### src/rtl/vga_timing_ctrl_if.sv
// Raster timing bundle: run enable in, sync/video/coordinate/marker outputs back.
// The master modport belongs to the timing generator, the slave to its consumers.
interface vga_timing_ctrl_if #(
  parameter int CW = 10
);
  logic          EN;
  logic          PIX_TICK;
  logic          HSYNC;
  logic          VSYNC;
  logic          VIDEO_ON;
  logic [CW-1:0] PIX_X;
  logic [CW-1:0] PIX_Y;
  logic          LINE_START;
  logic          FRAME_START;

  modport master (
    input  EN,
    output PIX_TICK, HSYNC, VSYNC, VIDEO_ON, PIX_X, PIX_Y, LINE_START, FRAME_START
  );

  modport slave (
    output EN,
    input  PIX_TICK, HSYNC, VSYNC, VIDEO_ON, PIX_X, PIX_Y, LINE_START, FRAME_START
  );
endinterface

### src/rtl/vga_timing_ctrl.sv
// VGA raster timing on the system clock: a divide-by-DIV pixel strobe steps the
// horizontal/vertical counters; every output is a flop fed from the post-step counts.
module vga_timing_ctrl #(
  parameter int DIV      = 4,
  parameter int H_ACTIVE = 640,
  parameter int H_FP     = 16,
  parameter int H_SYNC   = 96,
  parameter int H_BP     = 48,
  parameter int V_ACTIVE = 480,
  parameter int V_FP     = 10,
  parameter int V_SYNC   = 2,
  parameter int V_BP     = 33,
  parameter int SYNC_POL = 0,
  parameter int CW       = 10
) (
  input  logic              CLKIN,
  input  logic              ACLR,
  vga_timing_ctrl_if.master bus
);

  localparam int H_TOTAL = H_ACTIVE + H_FP + H_SYNC + H_BP;
  localparam int V_TOTAL = V_ACTIVE + V_FP + V_SYNC + V_BP;
  localparam int DW      = $clog2(DIV);

  localparam logic [DW-1:0] DIV_LAST = DW'(DIV - 1);
  localparam logic [CW-1:0] H_LAST   = CW'(H_TOTAL - 1);
  localparam logic [CW-1:0] V_LAST   = CW'(V_TOTAL - 1);
  localparam logic [CW-1:0] H_ACT    = CW'(H_ACTIVE);
  localparam logic [CW-1:0] V_ACT    = CW'(V_ACTIVE);
  localparam logic [CW-1:0] HS_BEG   = CW'(H_ACTIVE + H_FP);
  localparam logic [CW-1:0] HS_END   = CW'(H_ACTIVE + H_FP + H_SYNC - 1);
  localparam logic [CW-1:0] VS_BEG   = CW'(V_ACTIVE + V_FP);
  localparam logic [CW-1:0] VS_END   = CW'(V_ACTIVE + V_FP + V_SYNC - 1);
  localparam logic          SYNC_ON  = (SYNC_POL != 0);

  logic [DW-1:0] div_reg, div_next;
  logic [CW-1:0] hcnt_reg, hcnt_next;
  logic [CW-1:0] vcnt_reg, vcnt_next;
  logic          step, h_wrap, v_wrap;
  logic          hs_win, vs_win, video_next;

  logic          pix_tick_reg, line_start_reg, frame_start_reg;
  logic          hsync_reg, vsync_reg, video_on_reg;
  logic [CW-1:0] pix_x_reg, pix_y_reg;

  always_comb begin
    step      = bus.EN && (div_reg == DIV_LAST);
    h_wrap    = (hcnt_reg == H_LAST);
    v_wrap    = (vcnt_reg == V_LAST);
    div_next  = div_reg;
    hcnt_next = hcnt_reg;
    vcnt_next = vcnt_reg;
    if (bus.EN) begin
      div_next = step ? '0 : div_reg + DW'(1);
    end
    if (step) begin
      hcnt_next = h_wrap ? '0 : hcnt_reg + CW'(1);
      if (h_wrap) begin
        vcnt_next = v_wrap ? '0 : vcnt_reg + CW'(1);
      end
    end
  end

  // Windows are judged on the counts the step is about to load, so outputs align with PIX_X/PIX_Y.
  always_comb begin
    hs_win     = (hcnt_next >= HS_BEG) && (hcnt_next <= HS_END);
    vs_win     = (vcnt_next >= VS_BEG) && (vcnt_next <= VS_END);
    video_next = (hcnt_next < H_ACT) && (vcnt_next < V_ACT);
  end

  always_ff @(posedge CLKIN or posedge ACLR) begin
    if (ACLR) begin
      div_reg         <= '0;
      hcnt_reg        <= '0;
      vcnt_reg        <= '0;
      pix_tick_reg    <= 1'b0;
      line_start_reg  <= 1'b0;
      frame_start_reg <= 1'b0;
      hsync_reg       <= ~SYNC_ON;
      vsync_reg       <= ~SYNC_ON;
      video_on_reg    <= 1'b0;
      pix_x_reg       <= '0;
      pix_y_reg       <= '0;
    end else begin
      div_reg         <= div_next;
      hcnt_reg        <= hcnt_next;
      vcnt_reg        <= vcnt_next;
      pix_tick_reg    <= step;
      line_start_reg  <= step && h_wrap;
      frame_start_reg <= step && h_wrap && v_wrap;
      // Level outputs only move on a step, so the reset state survives until the first pixel.
      if (step) begin
        hsync_reg    <= hs_win ? SYNC_ON : ~SYNC_ON;
        vsync_reg    <= vs_win ? SYNC_ON : ~SYNC_ON;
        video_on_reg <= video_next;
        pix_x_reg    <= hcnt_next;
        pix_y_reg    <= vcnt_next;
      end
    end
  end

  assign bus.PIX_TICK    = pix_tick_reg;
  assign bus.LINE_START  = line_start_reg;
  assign bus.FRAME_START = frame_start_reg;
  assign bus.HSYNC       = hsync_reg;
  assign bus.VSYNC       = vsync_reg;
  assign bus.VIDEO_ON    = video_on_reg;
  assign bus.PIX_X       = pix_x_reg;
  assign bus.PIX_Y       = pix_y_reg;

endmodule

### src/flat_wrapper.sv
// flat-port wrapper written by rule: the top's interface ports become plain ports
module vga_timing_ctrl_flat 
#(
  parameter int DIV      = 4,
  parameter int H_ACTIVE = 640,
  parameter int H_FP     = 16,
  parameter int H_SYNC   = 96,
  parameter int H_BP     = 48,
  parameter int V_ACTIVE = 480,
  parameter int V_FP     = 10,
  parameter int V_SYNC   = 2,
  parameter int V_BP     = 33,
  parameter int SYNC_POL = 0,
  parameter int CW       = 10
)
  (CLKIN, ACLR, bus_EN, bus_PIX_TICK, bus_HSYNC, bus_VSYNC, bus_VIDEO_ON, bus_PIX_X, bus_PIX_Y, bus_LINE_START, bus_FRAME_START);
  vga_timing_ctrl_if #(.CW(CW)) bus_i ();
  input  logic CLKIN;
  input  logic ACLR;
  input wire logic [$bits(bus_i.EN)-1:0] bus_EN;
  output wire logic [$bits(bus_i.PIX_TICK)-1:0] bus_PIX_TICK;
  output wire logic [$bits(bus_i.HSYNC)-1:0] bus_HSYNC;
  output wire logic [$bits(bus_i.VSYNC)-1:0] bus_VSYNC;
  output wire logic [$bits(bus_i.VIDEO_ON)-1:0] bus_VIDEO_ON;
  output wire logic [$bits(bus_i.PIX_X)-1:0] bus_PIX_X;
  output wire logic [$bits(bus_i.PIX_Y)-1:0] bus_PIX_Y;
  output wire logic [$bits(bus_i.LINE_START)-1:0] bus_LINE_START;
  output wire logic [$bits(bus_i.FRAME_START)-1:0] bus_FRAME_START;
  assign bus_i.EN = bus_EN;
  assign bus_PIX_TICK = bus_i.PIX_TICK;
  assign bus_HSYNC = bus_i.HSYNC;
  assign bus_VSYNC = bus_i.VSYNC;
  assign bus_VIDEO_ON = bus_i.VIDEO_ON;
  assign bus_PIX_X = bus_i.PIX_X;
  assign bus_PIX_Y = bus_i.PIX_Y;
  assign bus_LINE_START = bus_i.LINE_START;
  assign bus_FRAME_START = bus_i.FRAME_START;
  vga_timing_ctrl #(.DIV(DIV), .H_ACTIVE(H_ACTIVE), .H_FP(H_FP), .H_SYNC(H_SYNC), .H_BP(H_BP), .V_ACTIVE(V_ACTIVE), .V_FP(V_FP), .V_SYNC(V_SYNC), .V_BP(V_BP), .SYNC_POL(SYNC_POL), .CW(CW)) u_core (.CLKIN(CLKIN), .ACLR(ACLR), .bus(bus_i));
endmodule
### config.mk
export PLATFORM = sky130hd
export DESIGN_NAME = vga_timing_ctrl_flat
export DESIGN_NICKNAME = d
export VERILOG_FILES = /design/src/rtl/vga_timing_ctrl_if.sv /design/src/rtl/vga_timing_ctrl.sv /design/src/flat_wrapper.sv
export SDC_FILE = /design/constraint.sdc
export NUM_CORES = 1
export LEC_CHECK = 0
export CAP_MARGIN = 25
export CORE_MARGIN = 2
export CORE_UTILIZATION = 54
export CTS_CLUSTER_SIZE = 16
export DETAILED_ROUTE_END_ITERATION = 7
export PLACE_DENSITY = 0.82
export SLEW_MARGIN = 25
export SYNTH_ARGS = -nofsm -noshare
export SYNTH_HDL_FRONTEND = slang
export SYNTH_SLANG_ARGS = --single-unit
### constraint.sdc
create_clock -name CLKIN -period 2.8 [get_ports CLKIN]
set_clock_uncertainty 0.15 [all_clocks]
set_input_delay 0.56 -clock CLKIN [delete_from_list [all_inputs] [get_ports CLKIN]]
set_output_delay 0.56 -clock CLKIN [all_outputs]
set_load 0.02 [all_outputs]
Yosys cells after proc, flatten, opt, wreduce, memory -nomap -nowiden
Index checks and enable logic that the tools add are counted.
{ "totals": {"register_bits": 48, "in_bits": 3, "output_inout_bits": 26, "elab_cells": 37} }
{ "classes": {"n_addsub": 3, "magnitude_cmp": 6, "n_eq_ne": 3, "muxes": 8, "reduce_logical": 6} }
{ "op_table": {"columns": ["cell", "n"], "rows": [
  ["$mux W10", 5],
  ["$add A10 B1 Y10 const B", 2],
  ["$eq A10 B10 Y1 const B", 2],
  ["$ge A10 B10 Y1 const B", 1],
  ["$ge A10 B9 Y1 const B", 1],
  ["$le A10 B10 Y1 const B", 1],
  ["$le A10 B9 Y1 const B", 1],
  ["$lt A10 B10 Y1 const B", 1],
  ["$lt A10 B9 Y1 const B", 1],
  ["$logic_and A1 B1 Y1", 6],
  ["$add A2 B1 Y2 const B", 1],
  ["$eq A2 B2 Y1 const B", 1],
  ["$mux W1", 2],
  ["$mux W2", 1]
]} }

Depth between registers and ports, before layout
Gate-level depths: netlist (run 1).
{ "depth": {"ltp_word": 7, "depth_mapped": 9, "depth_no_buf": 8} }

Worst setup path after synthesis (run 1)
Ideal clock, no wire load.
{ "synth_path": {"kind": "flip-flop to flip-flop", "from": "register u_core.hcnt_reg[0]", "to": "register u_core.vsync_reg (netlist: u_core.bus.VSYNC)", "setup_ps": 83, "arrival_time_ps": 1995, "required_ps": 2567, "slack_ps": 572, "stages_incl_launch_ff": 9, "n_path_buf": 1, "period_less_slack_ps": 2228, "path_cell_list": "dfrtp_1 > ha_1 > and4_1 > buf_4 > nand4_4 > nor3_2 > xnor2_1 > or3_1 > o32a_1"} }
{ "synth_between": {"elab_chain_len": 6, "word_cells_on_any_way": 7, "cone_classes": "order compare (2); eq/ne (1); mux (3); reduce/logical (1)"} }
{ "synth_lines": {"columns": ["item", "line", "source"], "rows": [
  ["from (decl)", "vga_timing_ctrl.sv:37", "logic [CW-1:0] hcnt_reg, hcnt_next;"],
  ["from (signal assigned)", "vga_timing_ctrl.sv:86", "hcnt_reg <= hcnt_next;"],
  ["$eq A10 B10 Y1 *", "vga_timing_ctrl.sv:48", "h_wrap = (hcnt_reg == H_LAST);"],
  ["$mux W10 *", "vga_timing_ctrl.sv:58", "if (h_wrap) begin"],
  ["$mux W10 *", "vga_timing_ctrl.sv:56", "if (step) begin"],
  ["$ge A10 B9 Y1 / $le A10 B9 Y1 (equally long branches)", "vga_timing_ctrl.sv:67", "vs_win = (vcnt_next >= VS_BEG) && (vcnt_next <= VS_END);"],
  ["$logic_and A1 B1 Y1 *", "vga_timing_ctrl.sv:67", null],
  ["$mux W1 *", "vga_timing_ctrl.sv:94", "vsync_reg <= vs_win ? SYNC_ON : ~SYNC_ON;"],
  ["to (signal assigned)", "vga_timing_ctrl.sv:80", "vsync_reg <= ~SYNC_ON;"],
  ["to (signal assigned)", "vga_timing_ctrl.sv:94", null],
  ["to (decl)", "vga_timing_ctrl.sv:43", "logic hsync_reg, vsync_reg, video_on_reg;"]
]} }
Mark *: on every way between the ends. The rest lies on a longest branch, timed or not.
A chain may end at the register's enable or synchronous reset.

Worst setup path after layout (run 1)
Ends and elaborated chain as after synthesis.

==> results list, run 1 <==
- Wire length the detailed router placed on met1: roughly 2.2 mm
* Detailed-route wire length per cell: around 15 um
* Number of instances in the synthesized netlist: 226
* Most used DFF post-synth: sky130_fd_sc_hd__dfrtp_1
* Unrepaired setup endpoints after global routing: false
- The number of buffers and inverters on the critical path is 0.
- Total negative setup slack: 0 ns
- CP startpoint kind: register
* EDFF count, synth: 0
- The filler cells instantiated in the layout total approximately 330.
- Number of buffers added on ports: 28
* Cell at the root of the clock tree: sky130_fd_sc_hd__clkbuf_8
- Number of nets with antenna violations after routing: 0
- Post-synthesis register bit count: 48
- Core region area: between 4000 and 5000 um2
* Endpoint class of the critical path: register
- The placed instances occupy a cell area of 2660 um2.
- Wirelength, routed: 4.57 mm
- At the pin with the least slew margin, the transition time is 0.476 ns.
- Total routing usage reported by global routing: 22.0%
- Number of endpoints with negative hold slack in the final report: 0
* Distinct cell type count after synthesis: 49
- TritonCTS clock tree: done
- The initial antenna violation count was 0.
- Crit path required time: 2.88 ns
* CTS buffer count: 5
- Leakage: 1.21 nW
- Via count: 1802
- Critical setup path kind: register to register
* Max Fclk: slightly below 400 MHz
- CTS max path bufs: 2
- The die is 68.9 um tall.
- Area share of the largest cell type after synthesis: between 50% and 60%
- The finished cells cover 2750 um2.
- Entering global routing, the biggest net connects 31 pins.
- Post-detailed-placement half-perimeter wirelength: around 3.4 mm
- The commonest cells after synthesis are sky130_fd_sc_hd__dfrtp_1, sky130_fd_sc_hd__nand2_1, sky130_fd_sc_hd__o21ai_0.
* Share of layout cells above drive strength 1: 11.0%
- The initial utilization of the core area, before any placement, comes to between 50% and 60%.
* Top layer reached by signal wires: met4
* WP data arrival: 2.64 ns
* Max-Slew Margin vs Limit: 67.9%
- For the finished layout, the period the worst path requires is roughly 2.6 ns.
- Power Dens Cells: 648 nW/um2
- Class of the tightest hold or removal check: register to register
- Leading area contributor after synthesis: sky130_fd_sc_hd__dfrtp_1
- Traced cell by cell, the critical path runs through ha_1, and4_1, nand4_4, nor3_1, mux2i_1, nand4b_1, o32a_1.
* Number of diodes: 0
- Across the run, the number of max-cap violations was 0.
* Clock transition at the register clock pins on the worst setup and hold paths after CTS: 0.08 ns
* Register area: 1200 um2
- The worst-case IR drop observed on VDD is 0.358 mV.
* Fraction of synthesis flops using an asynchronous set or reset pin: 100%
- Sequential element share of the synthesized area: 52.9%
- Hold is met by roughly 0.33 ns.
* Synthesized area per cell: 10.1 um2
- The die covers between 4000 and 5000 um2.
- Die X: a little under 70 um
- Detailed-routing iteration count for the pre-antenna-repair pass: 5
- Number of setup violations in the final report: 0
- Of the available clock period, the critical path in the final layout requires 91.4%.
- Area used by multi-input combinational logic: 992 um2
- The number of nets handed over by synthesis was 233.
- Number of synthesis warnings: 0
- Power after layout: 0.00178 W
- Gp weighted congestion: 0.942
* Number of levels in the clock H-tree: 2
- In this run the post-CTS setup repair buffer count came out at 0.
- The routed design uses 273 um of met3 wire.
- Post-Syn Area: 2280 um2
- After the first detailed-routing iteration, the DRC count stood at 120.
- The later pin in the worst-skew pair is clocked with a latency of 0.30 ns.
- Biggest area contributors in the synthesized netlist: sky130_fd_sc_hd__dfrtp_1, sky130_fd_sc_hd__nand2_1, sky130_fd_sc_hd__o21ai_0, sky130_fd_sc_hd__xnor2_1, sky130_fd_sc_hd__nor2_1
- Status: finished, final reports clean
- Row generation in the floorplan step produced 23 rows.
* Final max-slew violation count: 0
* Number of DRC violations after detailed routing: 0
- Largest driver fanout on the critical path: 7
- The total overflow left after global routing is 0.
* Number of buffers added to fix hold violations after cts: 0
- Relative to the synthesized area, the layout overhead comes to 20.6%.
- For this design the top-level I/O count stands at 29.
- For this run, the share of the core covered by cells in the final layout is approximately two thirds.
* Post_cts resized: 0
- Cell with the most instances after synthesis: sky130_fd_sc_hd__dfrtp_1
- Final-stage net count: 270
- Critical path's largest stage delay: 0.42 ns
- Clock tree synthesis found a total of 48 sinks.
* WL met2: 2.00 mm
- Number of global-route vias before repair: 1659
- The slowest stage of the critical path is the sky130_fd_sc_hd__dfrtp_1 cell.
* Detail-routed via count per cell: 5.74
* Wire length of the first global-routing pass: 7.58 mm
- In this design, the largest share of critical-path delay is due to simple AND/OR/NAND/NOR gates.
-- power breakdown --
| group | internal [W] | total (W) | switching, W |
|---|---|---|---|
| Clock | 0.000201 | 0.000412 | 0.000211 |
| Combinational | 0.000229 | 0.000479 | 0.000250 |
| Sequential | 0.000801 | 0.000888 | 0.0000868 |
-- cell type report --
type	instances	area share, %
Multi-Input combinational cell	158	36.1
Tap cell	50	2.28
Inverter	13	1.78
Timing Repair Buffer	37	12.7
Clock buffer	8	3.28
Sequential cell	48	43.8
-- cell families after synthesis --
family	count (synthesis)	synth area share (%)
flip-flops	48	52.9
AND/OR/NAND/NOR	92	21.6
buffers and inverters	20	3.52
XOR/XNOR	14	5.39
adder cells (fa/ha/maj)	4	2.20
AO/OA/AOI/OAI	43	12.1
multiplexers	5	2.36
-- stage by stage --
step	instances	setup WS [ns]
5_1_grt	314	0.0620
6_report	314	0.242
3_5_place_dp	306	0.130
2_1_floorplan	226	0.572
4_1_cts	314	0.269
3_3_place_gp	306	0.213
-- routing by layer --
layer,track usage [%],vias to the layer above
met5,0,-
met4,8.33,0
met3,6.66,12
met2,32.6,58
met1,30.4,866
li1,-,866
-- worst paths after layout --
| check | depth (start not counted) | end | slack (ns) | from |
|---|---|---|---|---|
| min in group asynchronous | 2 | u_core.vcnt_reg[0] | 0.39 | ACLR |
| max | 7 | u_core.bus.VSYNC | 0.24 | u_core.hcnt_reg[0] |
| min | 2 | u_core.bus.PIX_X[3] | 0.33 | u_core.bus.PIX_X[3] |
| max in group asynchronous | 3 | u_core.bus.PIX_X[0] | 1.58 | ACLR |
| min reg2reg | 2 | u_core.bus.PIX_X[3] | 0.33 | u_core.bus.PIX_X[3] |
| max reg2reg | 7 | u_core.bus.VSYNC | 0.24 | u_core.hcnt_reg[0] |
-- placed cells by master, fill, tap and decap left out, types with 6 or more instances in the layout --
master                             n
sky130_fd_sc_hd__a31oi_1           6
sky130_fd_sc_hd__buf_4             9
sky130_fd_sc_hd__clkbuf_8          6
sky130_fd_sc_hd__clkdlybuf4s50_1  28
sky130_fd_sc_hd__dfrtp_1          46
sky130_fd_sc_hd__inv_1            12
sky130_fd_sc_hd__nand2_1          35
sky130_fd_sc_hd__nand3_1          10
sky130_fd_sc_hd__nor2_1           16
sky130_fd_sc_hd__o21ai_0          21
sky130_fd_sc_hd__xnor2_1          10
-- worst register-to-register path: cells and delay by family, from the launching register on --
family,cells,cell delay (ns)
flops,1,0.42
simple gates,4,0.96
fa+ha+maj,1,0.27
compound gates,1,0.36
mux,1,0.32
Power figures use the tool's default switching activity.
==> run 2, diff against run 1 <==
--- a/config.mk
+++ b/config.mk
@@ -11,6 +11,7 @@
 export CTS_CLUSTER_SIZE = 16
 export DETAILED_ROUTE_END_ITERATION = 7
 export PLACE_DENSITY = 0.82
+export SETUP_SLACK_MARGIN = 0.02
 export SLEW_MARGIN = 25
 export SYNTH_ARGS = -nofsm -noshare
 export SYNTH_HDL_FRONTEND = slang
==> results of run 2 <==
No change in the layout: final DEF, timing and power equal those of run 1.
==> run 3, diff against run 2 <==
--- a/config.mk
+++ b/config.mk
@@ -6,6 +6,7 @@
 export NUM_CORES = 1
 export LEC_CHECK = 0
 export CAP_MARGIN = 25
+export CORE_ASPECT_RATIO = 1.5
 export CORE_MARGIN = 2
 export CORE_UTILIZATION = 54
 export CTS_CLUSTER_SIZE = 16
==> constraint.sdc (replaced) <==
create_clock -name CLKIN -period 2.8 [get_ports CLKIN]
set_clock_uncertainty 0.15 [all_clocks]
set_input_delay 0.42 -clock CLKIN [delete_from_list [all_inputs] [get_ports CLKIN]]
set_output_delay 0.42 -clock CLKIN [all_outputs]
set_load 0.02 [all_outputs]
==> run 3 against run 2 <==
Net effect:
- non-clock buffer count down 3
- via count down 3.6%
- critical path depth up 1
- highest routed layer unchanged
- count of clock-buffer cells in the layout down 2
- total power up 3.9%
- hold slack worse by 0.0071 ns
- flip-flop and latch count unchanged
- clock power up 18%
- first-iteration DRC count down 25%
==> results list, run 3 (synthesis gave the netlist of run 1 again) <==
- Core region area: 3990 um2
- Final hold analysis gives a worst-case slack of 0.321 ns.
* Number of setup violations in the final report: 0
- Clock tree synthesis selected as its root buffer the cell sky130_fd_sc_hd__clkbuf_8.
* Leakage: 1.20 nW
- WP data arrival: 2.67 ns
- Area used by multi-input combinational logic: 992 um2
* Gp weighted congestion: approximately 0.95
* Initial antenna violation count: 0
* Power Dens Cells: between 600 and 700 nW/um2
* Die footprint: between 4000 and 5000 um2
- Clock transition at the register clock pins on the worst setup and hold paths after CTS: 0.08 ns
- Share of the clock period used by the worst path after layout: 92.4%
- VDD sags by at most 0.701 mV.
* Source of the worst hold timing path: u_core.bus.PIX_X[3]
* Max-Slew Margin vs Limit: 60.7%
- Measured slew at the worst slew-check pin: 0.589 ns
* Number of endpoints with negative hold slack in the final report: 0
* Worst Hold Depth: 2
- Class of the tightest hold or removal check: register to register
* Post_cts resized: 0
- The die is 83.5 um tall.
- Logic depth of the worst register-to-register path: 8
- In the routed design, unresolved DRC markers number 0.
- Static timing analysis puts the maximum clock frequency at 386 MHz.
- Across every metal layer, demand over resource in global routing totals 21.8%.
- Crit Reg-Reg Endpoint: u_core.bus.VSYNC
- Worst-skew pair later-pin latency: 0.30 ns
* Number of global-route vias before repair: 1810
- The first global-routing pass estimated ~8 mm of wire.
* Maximum capacitance violations: 0
- The final-report max-slew violation count is 0.
- Unrepaired setup endpoints after global routing: false
- After the last flow step, the layout net total stands at 267.
* Final global-route overflow total: 0
- Overall power consumption after layout is estimated at 0.00185 W.
- Entering global routing, the biggest net connects 49 pins.
- In this run the remaining antenna-violating nets after routing total 0.
* Detailed-routing iteration count for the pre-antenna-repair pass: 4
* Via count: 1737
* FILL cells: 339
- Once detailed placement completed, the half-perimeter wirelength came to 3.32 mm.
- The clock period could shrink to 2.59 ns.
- Setup Buffers After CTS: 0
- CTS max path bufs: 2
* CP startpoint kind: register
- The number of clock buffers added by TritonCTS is 5.
* Setup slack of the most critical reg-to-reg path: 0.21 ns
* Area growth, synth to finish: 20.1%
- Critical setup path kind: register to register
- Along the worst path, the maximum fanout reaches 11.
- Number of levels in the clock H-tree: 2
* Number of buffers added on ports: 28
- The worst register-to-register path begins at u_core.hcnt_reg[0].
- Number of top-level pins: 29
- TritonCTS built the clock tree.
* Highest-count cells in the layout ignoring fill and taps: sky130_fd_sc_hd__dfrtp_1, sky130_fd_sc_hd__nand2_1, sky130_fd_sc_hd__clkdlybuf4s50_1
- Register area: 1200 um2
- The final layout contains routed wiring with a total length of 4.65 mm.
- Crit path required time: 2.88 ns
* Total negative setup slack: 0 ns
* Number of buffers added to fix hold violations after cts: 0
- End of the worst hold path: u_core.bus.PIX_X[3]
* # rows: 28
- The library cell used most frequently in the layout, excluding fill and tap cells, is sky130_fd_sc_hd__dfrtp_1.
- Initial Utilization: 57.0%
* Endpoint class of the critical path: register
- The run finished with clean final reports.
- Share of layout cells above drive strength 1: between 10% and 20%
- In the routed layout, each cell is associated on average with a via count of 5.68.
- Detailed-route wire length per cell: 15.2 um
- Number of diodes: 0
* Initial DRC count: 90
- The clock drives 48 sinks.
* Die X: 57.0 um
[run 3: metrics by stage]
stage	instances	cell area (um2)	utilization, %	worst slack (ns)
2_1_floorplan	226	2280	-	0.572
3_3_place_gp	298	2630	65.8	0.175
3_5_place_dp	298	2630	65.8	0.107
4_1_cts	306	2730	68.5	0.223
5_1_grt	306	2730	68.5	0.0934
6_report	306	2730	68.5	0.211
[run 3: per-layer routing]
layer  track usage [%]  vias to the layer above  routed length [um]
li1                  -                      853                   -
met1              25.1                      835                1800
met2              38.1                       37                2550
met3              4.81                       12                 170
met4              9.30                        0                 132
met5                 0                        -                   0
[run 3: area by class of cell]
class / count / share of cell area (%)
clock buffer: 6 / 2.65
clock inverter: 2 / 1.28
inverter: 13 / 1.78
multi-input combinational: 158 / 36.3
sequential: 48 / 44.0
tap: 45 / 2.06
timing repair buffer: 34 / 11.9
[run 3: worst max-delay path, stage by stage, from the launching register on]
cell and delay [ns]:
sky130_fd_sc_hd__dfrtp_1 0.43, sky130_fd_sc_hd__ha_1 0.27, sky130_fd_sc_hd__and4_1 0.41, sky130_fd_sc_hd__nand4_4 0.16
sky130_fd_sc_hd__buf_4 0.21, sky130_fd_sc_hd__or2_2 0.31, sky130_fd_sc_hd__o22ai_1 0.13, sky130_fd_sc_hd__a31oi_1 0.08
sky130_fd_sc_hd__o32a_1 0.36
[run 3: power breakdown]
part | internal, W | switching [W] | leakage (nW)
sequential | 0.000801 | 0.0000810 | 0.629
combinational | 0.000227 | 0.000253 | 0.520
clock | 0.000265 | 0.000222 | 0.0552
[run 3: how the worst max path moves through the flow]
stage / startpoint / to / slack, ns / cells after the start
after floorplan: u_core.hcnt_reg[0] / u_core.bus.VSYNC / 0.57 / 8
after global placement: bus_EN / u_core.bus.VSYNC / 0.18 / 9
after detailed placement: bus_EN / u_core.bus.VSYNC / 0.11 / 9
after CTS: u_core.hcnt_reg[0] / u_core.bus.VSYNC / 0.22 / 8
after global routing: u_core.hcnt_reg[0] / u_core.bus.VSYNC / 0.09 / 7
final: u_core.hcnt_reg[0] / u_core.bus.VSYNC / 0.21 / 8
